--- src/rtl/mux_arb_pkg.sv ---
// Shared definitions for the round-robin mux arbiter: FSM encoding and
// the wrap-around priority pick used during arbitration.
package mux_arb_pkg;

  localparam logic ST_IDLE   = 1'b0;
  localparam logic ST_LOCKED = 1'b1;

  // Upper bound on select width supported by rr_pick; vectors are
  // zero-extended to MAX_N bits before the call.
  localparam int MAX_SEL = 8;
  localparam int MAX_N   = 1 << MAX_SEL;

  // Index of the first set bit of valid at or after ptr, wrapping at n.
  // n must be a power of two. When no bit is set the result is ptr, which
  // callers never consume because they only use it when a request exists.
  function automatic logic [MAX_SEL-1:0] rr_pick(input logic [MAX_N-1:0] valid,
                                                 input int               ptr,
                                                 input int               n);
    logic [MAX_SEL-1:0] pick;
    int                 idx;
    pick = MAX_SEL'(ptr);
    // Walk offsets from farthest to nearest so the nearest set bit wins.
    for (int k = MAX_N - 1; k >= 0; k--) begin
      if (k < n) begin
        idx = (ptr + k) & (n - 1);
        if (valid[idx[MAX_SEL-1:0]]) begin
          pick = idx[MAX_SEL-1:0];
        end
      end
    end
    return pick;
  endfunction

endpackage

--- src/rtl/mux_rr_arbiter_if.sv ---
// Bundle of the requester-side and downstream-side beat signals.
//
// Handshake: a beat moves on a rising clk edge where valid and ready are
// both high. valid never depends combinationally on ready; ready may depend
// on the downstream ready. last is only meaningful while valid is high and
// marks the final beat of a packet.
interface mux_rr_arbiter_if #(
  parameter int SELECT_LINES = 2,
  parameter int DATA_WIDTH   = 8
);
  localparam int N = 1 << SELECT_LINES;

  // Requester side
  logic [N-1:0]            in_valid;
  logic [N-1:0]            in_last;
  logic [N*DATA_WIDTH-1:0] in_data;
  logic [N-1:0]            in_ready;

  // Downstream side
  logic                    out_valid;
  logic                    out_last;
  logic [DATA_WIDTH-1:0]   out_data;
  logic                    out_ready;

  // Environment: drives requests and downstream ready.
  modport master (
    output in_valid, in_last, in_data, out_ready,
    input  in_ready, out_valid, out_last, out_data
  );

  // Arbiter: consumes requests, drives the muxed beat and per-requester ready.
  modport slave (
    input  in_valid, in_last, in_data, out_ready,
    output in_ready, out_valid, out_last, out_data
  );

endinterface

--- src/rtl/mux_bus.sv ---
// DATA_WIDTH-wide mux built from one mux_prim per bit. Bit b of every
// requester is gathered into a column vector feeding that bit's primitive.
module mux_bus #(
  parameter int SELECT_LINES = 2,
  parameter int DATA_WIDTH   = 8,
  parameter     ARCHITECTURE = "BEHAVIORAL"
) (
  input  logic [(1 << SELECT_LINES)*DATA_WIDTH-1:0] data_i,
  input  logic [SELECT_LINES-1:0]                   sel_i,
  output logic [DATA_WIDTH-1:0]                     data_o
);

  localparam int N = 1 << SELECT_LINES;

  for (genvar b = 0; b < DATA_WIDTH; b++) begin : g_bit
    logic [N-1:0] col;

    for (genvar k = 0; k < N; k++) begin : g_req
      assign col[k] = data_i[k*DATA_WIDTH + b];
    end

    mux_prim #(
      .SELECT_LINES (SELECT_LINES),
      .ARCHITECTURE (ARCHITECTURE)
    ) u_mux (
      .data_i (col),
      .sel_i  (sel_i),
      .y_o    (data_o[b])
    );
  end

endmodule

--- src/rtl/mux_prim.sv ---
// One-bit 2**SELECT_LINES:1 mux primitive. ARCHITECTURE picks between an
// indexed behavioural description and a decode-and-OR form.
module mux_prim #(
  parameter int SELECT_LINES = 2,
  parameter     ARCHITECTURE = "BEHAVIORAL"
) (
  input  logic [(1 << SELECT_LINES)-1:0] data_i,
  input  logic [SELECT_LINES-1:0]        sel_i,
  output logic                           y_o
);

  if (ARCHITECTURE == "BEHAVIORAL") begin : g_behav
    assign y_o = data_i[sel_i];
  end else begin : g_andor
    logic [(1 << SELECT_LINES)-1:0] dec;

    // One-hot decode of the select lines.
    always_comb begin
      dec        = '0;
      dec[sel_i] = 1'b1;
    end

    assign y_o = |(dec & data_i);
  end

endmodule

--- src/rtl/mux_rr_arbiter.sv ---
// Round-robin packet arbiter in front of a shared mux. A grant is taken in
// IDLE, held in LOCKED for a whole packet (bubbles included), and released
// after the last beat transfers. There is always one IDLE cycle between
// packets, and the round-robin pointer moves to the requester after the
// one just served.
module mux_rr_arbiter
  import mux_arb_pkg::*;
#(
  parameter int SELECT_LINES = 2,
  parameter int DATA_WIDTH   = 8,
  parameter     ARCHITECTURE = "BEHAVIORAL"
) (
  input  logic                    clk,
  input  logic                    rst_n,
  mux_rr_arbiter_if.slave         bus,
  output logic [SELECT_LINES-1:0] select,
  output logic                    busy,
  output logic                    state_o,
  output logic [SELECT_LINES-1:0] rr_ptr_o
);

  localparam int N = 1 << SELECT_LINES;

  logic                    state_q, state_d;
  logic [SELECT_LINES-1:0] select_q, select_d;
  logic [SELECT_LINES-1:0] ptr_q, ptr_d;
  logic                    busy_q, busy_d;

  logic [MAX_N-1:0]        valid_ext;
  logic [SELECT_LINES-1:0] pick;
  logic [N-1:0]            grant_onehot;

  logic                    out_valid_w;
  logic                    out_last_w;
  logic [N-1:0]            in_ready_w;
  logic                    xfer_last;

  // Widen the request vector to the pick function's fixed width.
  always_comb begin
    valid_ext         = '0;
    valid_ext[N-1:0]  = bus.in_valid;
  end

  assign pick         = SELECT_LINES'(rr_pick(valid_ext, int'(ptr_q), N));
  assign grant_onehot = N'(1) << select_q;
  assign xfer_last    = out_valid_w & bus.out_ready & out_last_w;

  // State register: FSM state, grant index, round-robin pointer, busy flag.
  always_ff @(posedge clk or negedge rst_n) begin
    if (!rst_n) begin
      state_q  <= ST_IDLE;
      select_q <= '0;
      ptr_q    <= '0;
      busy_q   <= 1'b0;
    end else begin
      state_q  <= state_d;
      select_q <= select_d;
      ptr_q    <= ptr_d;
      busy_q   <= busy_d;
    end
  end

  // Next state: grant in IDLE, release after the last beat of the packet.
  always_comb begin
    state_d  = state_q;
    select_d = select_q;
    ptr_d    = ptr_q;
    busy_d   = busy_q;
    case (state_q)
      ST_IDLE: begin
        if (|bus.in_valid) begin
          state_d  = ST_LOCKED;
          select_d = pick;
          busy_d   = 1'b1;
        end
      end
      default: begin
        if (xfer_last) begin
          state_d = ST_IDLE;
          ptr_d   = select_q + SELECT_LINES'(1);
          busy_d  = 1'b0;
        end
      end
    endcase
  end

  // Outputs: forward the granted requester's handshake only while LOCKED.
  always_comb begin
    out_valid_w = 1'b0;
    out_last_w  = 1'b0;
    in_ready_w  = '0;
    if (state_q == ST_LOCKED) begin
      out_valid_w = bus.in_valid[select_q];
      out_last_w  = bus.in_last[select_q] & bus.in_valid[select_q];
      in_ready_w  = grant_onehot & {N{bus.out_ready}};
    end
  end

  mux_bus #(
    .SELECT_LINES (SELECT_LINES),
    .DATA_WIDTH   (DATA_WIDTH),
    .ARCHITECTURE (ARCHITECTURE)
  ) u_mux_bus (
    .data_i (bus.in_data),
    .sel_i  (select_q),
    .data_o (bus.out_data)
  );

  assign bus.out_valid = out_valid_w;
  assign bus.out_last  = out_last_w;
  assign bus.in_ready  = in_ready_w;

  assign select   = select_q;
  assign busy     = busy_q;
  assign state_o  = state_q;
  assign rr_ptr_o = ptr_q;

endmodule

--- src/flat_wrapper.sv ---
// flat-port wrapper written by rule: the top's interface ports become plain ports
module mux_rr_arbiter_flat import mux_arb_pkg::*;
#(
  parameter int SELECT_LINES = 2,
  parameter int DATA_WIDTH   = 8,
  parameter     ARCHITECTURE = "          "
)
  (clk, rst_n, select, busy, state_o, rr_ptr_o, bus_in_valid, bus_in_last, bus_in_data, bus_out_ready, bus_in_ready, bus_out_valid, bus_out_last, bus_out_data);
  mux_rr_arbiter_if #(.SELECT_LINES(SELECT_LINES), .DATA_WIDTH(DATA_WIDTH)) bus_i ();
  input  logic clk;
  input  logic rst_n;
  output logic [SELECT_LINES-1:0] select;
  output logic busy;
  output logic state_o;
  output logic [SELECT_LINES-1:0] rr_ptr_o;
  input wire logic [$bits(bus_i.in_valid)-1:0] bus_in_valid;
  input wire logic [$bits(bus_i.in_last)-1:0] bus_in_last;
  input wire logic [$bits(bus_i.in_data)-1:0] bus_in_data;
  input wire logic [$bits(bus_i.out_ready)-1:0] bus_out_ready;
  output wire logic [$bits(bus_i.in_ready)-1:0] bus_in_ready;
  output wire logic [$bits(bus_i.out_valid)-1:0] bus_out_valid;
  output wire logic [$bits(bus_i.out_last)-1:0] bus_out_last;
  output wire logic [$bits(bus_i.out_data)-1:0] bus_out_data;
  assign bus_i.in_valid = bus_in_valid;
  assign bus_i.in_last = bus_in_last;
  assign bus_i.in_data = bus_in_data;
  assign bus_i.out_ready = bus_out_ready;
  assign bus_in_ready = bus_i.in_ready;
  assign bus_out_valid = bus_i.out_valid;
  assign bus_out_last = bus_i.out_last;
  assign bus_out_data = bus_i.out_data;
  mux_rr_arbiter #(.SELECT_LINES(SELECT_LINES), .DATA_WIDTH(DATA_WIDTH), .ARCHITECTURE(ARCHITECTURE)) u_core (.clk(clk), .rst_n(rst_n), .bus(bus_i), .select(select), .busy(busy), .state_o(state_o), .rr_ptr_o(rr_ptr_o));
endmodule
--- config.mk ---
export PLATFORM = sky130hd
export DESIGN_NAME = mux_rr_arbiter_flat
export DESIGN_NICKNAME = d
export VERILOG_FILES = /design/src/rtl/mux_arb_pkg.sv /design/src/rtl/mux_rr_arbiter_if.sv /design/src/rtl/mux_bus.sv /design/src/rtl/mux_prim.sv /design/src/rtl/mux_rr_arbiter.sv /design/src/flat_wrapper.sv
export SDC_FILE = /design/constraint.sdc
export NUM_CORES = 1
export LEC_CHECK = 0
export CAP_MARGIN = 20
export CORE_ASPECT_RATIO = 1.2
export CORE_MARGIN = 5
export CORE_UTILIZATION = 33
export DETAILED_ROUTE_END_ITERATION = 10
export PLACE_DENSITY = 0.83
export SLEW_MARGIN = 40
export SYNTH_ARGS = -nofsm -noshare
export SYNTH_HDL_FRONTEND = slang
export SYNTH_SLANG_ARGS = --single-unit
--- constraint.sdc ---
create_clock -name clk -period 2.8 [get_ports clk]
set_input_delay 0.28 -clock clk [delete_from_list [all_inputs] [get_ports clk]]
set_output_delay 0.28 -clock clk [all_outputs]
set_load 0.05 [all_outputs]
* Word-level counts from Yosys, hierarchy flattened *
Cells that the tools add are included.

word-level totals
  register bits = 6
  input bits = 43

operators by class
  add/sub/neg operators = 4
  order comparisons = 6
  equality and inequality tests = 1
  shifts and indexed selects = 1
  mux-type cells = 27
  bitwise logic cells = 13
  reduce and logical (&&, ||, !) cells = 14

operators with widths
  operator                                                                             number
  4-bit bitwise AND                                                                    9
  2-bit by 9-bit < comparator with 1-bit output, second input constant                 4
  4-bit OR reduction                                                                   9
  1-bit two-way mux                                                                    15
  1-bit binary-select mux with 2-bit select                                            6
  2-bit two-way mux                                                                    4
  2-bit AND reduction                                                                  3
  2-bit by 1-bit adder with 2-bit output, second input constant                        2
  2-bit adder, second input constant                                                   2
  4-bit two-way mux                                                                    1
  1-bit by 2-bit << shifter with 4-bit output, first input constant                    1
  1-bit bitwise AND                                                                    3
  2-bit by 3-bit < comparator with 1-bit output, second input constant                 1
  1-bit demux with 2-bit select                                                        1
  2-bit by 1-bit greater-or-equal comparator with 1-bit output, second input constant  1
  2-bit inequality test, second input constant                                         1
  2-bit nonzero test                                                                   1
  1-bit logical AND                                                                    1
  1-bit inverter                                                                       1

* Longest topological paths before layout *
  depth after elaboration = 7
  depth in mapped cells = 6

* Hierarchy *
Synthesis repeated with hierarchy kept, for this count alone.

unflattened totals
  cell total of the unflattened synthesis = 54
  area, all modules = 639.4 um2

by module, submodules not included
  module          times used  cells an instance  area each (um2)  sequential area each (um2)
  mux_rr_arbiter  1           46                 459.2            150.1
  mux_prim        8           1                  22.5             0.0

* Worst setup path after synthesis *
OpenSTA, ideal clock, no wires.

  kind = register to register
  start point = register u_core.select_q[0], in the netlist u_core.select[0]
  end point = register u_core.ptr_q[1], in the netlist u_core.rr_ptr_o[1]
  arrival = 1.891 ns
  required time = 2.675 ns
  setup slack = 0.784 ns
  cell stages (with the launch flop) = 5
  cell sequence = dfrtp_1 mux4_1 nand3_2 or2_1 mux2_4

between the ends
  longest elaborated chain between the ends = 6
  elaborated cells between the ends (all ways) = 11
  classes of those cells = add/sub (1); mux (6); bitwise (3); reduce/logical (1)

ends and longest elaborated chain
  item                                                          RTL line                                    source
  start, declared                                               mux_rr_arbiter.sv:25                        logic [SELECT_LINES-1:0] select_q, select_d;
  start signal, assigned                                        mux_rr_arbiter.sv:57                        select_q <= select_d;
  1-bit binary-select mux with 2-bit select (on tied branches)  mux_rr_arbiter.sv:93, mux_rr_arbiter.sv:94
  1-bit two-way mux (on tied branches)                          mux_rr_arbiter.sv:93, mux_rr_arbiter.sv:94
  1-bit two-way mux or 1-bit bitwise AND (tied branches)        mux_rr_arbiter.sv:92, mux_rr_arbiter.sv:94
  1-bit bitwise AND or 1-bit two-way mux (tied branches)        mux_rr_arbiter.sv:46, mux_rr_arbiter.sv:92
  1-bit bitwise AND                                             mux_rr_arbiter.sv:46                        assign xfer_last = out_valid_w & bus.out_ready & out_last_w;
  2-bit AND reduction (no source line)                          --
  end signal, assigned                                          mux_rr_arbiter.sv:58                        ptr_q <= ptr_d;
  end, declared                                                 mux_rr_arbiter.sv:26                        logic [SELECT_LINES-1:0] ptr_q, ptr_d;

Parallel ways exist; a longest one is shown, timed or not. The select of a mux whose other input is x is not followed.
A chain may end at the register's enable or synchronous reset.

* Worst setup path in the final report *
  start point = register u_core.select_q[0], in the netlist u_core.select[0]
  end point = output bus_out_valid

between the ends
  longest elaborated chain between the ends = 3

ends and longest elaborated chain
  item                                       RTL line              source
  1-bit binary-select mux with 2-bit select  mux_rr_arbiter.sv:93  out_valid_w = bus.in_valid[select_q];
  1-bit two-way mux (not written as such)    mux_rr_arbiter.sv:93
  1-bit two-way mux                          mux_rr_arbiter.sv:92  if (state_q == ST_LOCKED) begin
  end, declared                              flat_wrapper.sv:21    output wire logic [$bits(bus_i.out_valid)-1:0] bus_out_valid;

No other way between the ends. The select of a mux whose other input is x is not followed.

==> out/summary.txt <==
Run status - complete, no violations
Worst-path clk slew - 50 ps
Critical-path cell list - mux4_1 -> and2_2 -> clkdlybuf4s50_1
Synth Area per Inst - 8.50 um^2
Fill cell count - 174
Mapped Area - 697 um^2
Synth Warn # - 0
Vias in the first global route - 907
Leakage - 0.543 nW
Final Hold Viols - 0
Setup violations, final - 0
Antenna Nets Post-Route - 0
CTS Buf Count - 3
1st-pass router iterations - 4
Post-synth top flop - dfrtp_1
Min Tclk post-route - 2600 ps
Gpl congestion - 0.759
Register area share after synthesis - 21.5%
Vias - 876
Fmax - 0.384 GHz
Max-cap violations - 0
# nets final - 185
Share of layout cells above drive strength 1 - 8.09%
Post_cts resized - 0
Fin. max-slew vios - 0
Clock Path Buffers - 2
Starting DRT DRC Count - 20
Port buffer count - 62
I/O pins - 63
Placeable Area - 2050 um^2
Max H-tree Level - 1
GRT Total Usage - 16.9%
Clock latency on the worst-skew pair - 240 ps
Startpoint types - register
DRC viols - 0
Fin area - 1310 um^2
R2R cell count - 4
Crit-path max FO - 7
Clk_skew - 1.64 ps
Synthesized instance count - 82
Full die area - 3130 um^2
Worst endpoint data arrival time - 2320 ps
Layout Utilization - 63.8%
Routed vias/inst - 5.28
Rows - 18
Worst slew pin tran - 519 ps
Post-CTS Hold Fix Bufs - 0
Number of synthesized flops with an enable pin - 0
Final Non-Filler Cells - 166
Placed Cells incl. Taps - 163
Post-DP HPWL - 2060 um
Cell Area, Placed - 1280 um^2
Synth cell types - 26
Seq. cell area - 150 um^2
Slowest stage cell, crit path - clkdlybuf4s50_1
Slew margin rel. - 65.3%
Die X-Extent - 52.0 um
CP peak stage delay - 690 ps
Yosys reg bits - 6
GRT overflow - 0
Initial Util - 34.0%
Worst Setup End Kind - output port
Global-route wire length before repair - 4070 um
CP required - 2520 ps
Post-synthesis net count - 129
Clock tree from TritonCTS - done
Antenna cells - 0
Die Y - 60.3 um
Largest net degree at the start of global routing - 10
Clock root buffer - clkbuf_4
# Post-CTS Setup Buffers - 0
Wirelength per Cell - 15.3 um
Area of the multi-input gates - 457 um^2
CTS sink cnt - 6
Routed wire length - 2540 um
Tcrit/Tclk final - 93.0%
HP Class - input port to asynchronous set/reset pin
Power per Cell Area - 1130 nW/um^2
Worst vdd ir - 0.000749 V
Setup_tns - 0 ps
RSZ-0062 raised after global routing - no
Initial antenna violation count - 0
Async set or reset register ratio after synthesis - 100%
CP Class - register to output port
Area grow syn2layout - 87.6%
synthesized netlist by cell type (all sizes together) (2+ instances only):
library cell  instances  share of area, %
nand2                 9               4.8
nor2b                 3               2.7
o21ai                 5               3.6
and3                  5               4.7
dfrtp                 6                22
nand3                 2               2.2
a21o                  2               2.5
buf                   8               8.6
a22oi                16                17
clkbuf                4               2.2
ha                    4               7.2
inv                   4               2.2
a21oi                 2               1.4
mux4                  2               7.5
sequential cells by signal, indices dropped and copies added (netlist names):
register / cells
u_core.busy: 1
u_core.rr_ptr_o: 2
u_core.select: 2
u_core.state_o: 1
kinds of logic after synthesis:
family	after synthesis	synth area share, %
adder cells (fa/ha/maj)	4	7.18
AO/OA/AOI/OAI	29	29.8
multiplexers	3	9.69
AND/OR/NAND/NOR	24	18.9
buffers and inverters	16	12.9
flip-flops	6	21.5
layout by cell type, fill, tap and decap left out, types with 2 or more instances in the layout:
master | synthesis | layout
a21o_2 | 2 | 2
a21oi_1 | 2 | 2
a22oi_1 | 16 | 16
and3_1 | 4 | 4
buf_4 | 8 | 2
clkbuf_4 | 0 | 3
clkdlybuf4s50_1 | 0 | 61
dfrtp_1 | 6 | 6
ha_1 | 4 | 4
inv_1 | 4 | 4
mux4_1 | 2 | 2
nand2_1 | 9 | 9
nor2b_1 | 3 | 3
o21ai_0 | 5 | 5
per-layer routing:
layer,vias up,routed length [um],global-route usage [%]
met5,-,0,0
met2,52,1270,33.2
met3,4,326,6.39
li1,415,-,-
met1,405,908,16.3
met4,0,36,4.49
critical path, delay by kind of cell (launching register included):
family	cells	cell delay, ps
buf+inv	1	690
flops	1	500
mux	1	670
simple gates	1	220
worst paths after layout:
| check | from | to | slack, ps |
|---|---|---|---|
| max in group asynchronous | rst_n | u_core.rr_ptr_o[0] | 2310 |
| min reg2reg | u_core.busy | u_core.busy | 490 |
| min | rst_n | u_core.rr_ptr_o[1] | 280 |
| max | u_core.select[0] | bus_out_valid | 200 |
| max reg2reg | u_core.select[0] | u_core.rr_ptr_o[1] | 930 |
| min in group clk | u_core.busy | u_core.busy | 490 |
layout make-up:
type,count,share of cell area [%]
Clock buffer,3,1.72
Inverter,4,1.15
Multi-Input combinational cell,60,34.9
Sequential cell,6,11.5
Tap cell,30,2.87
Timing Repair Buffer,63,47.8
power by group:
group / internal, W / switching (W) / leakage (nW)
Combinational: 0.000450 / 0.000761 / 0.458
Sequential: 0.000127 / 0.0000673 / 0.0705
Clock: 0.0000484 / 0.0000296 / 0.0138
per-stage QoR:
step	total power (W)	hold WS, ps	setup WS (ps)
floorplan	0.00109	-15.6	784
global placement	0.00140	472	257
detailed placement	0.00142	476	208
CTS	0.00150	287	177
global route	0.00158	301	76.2
finish	0.00148	279	195
No activity file was read; power rests on OpenSTA's default activity.
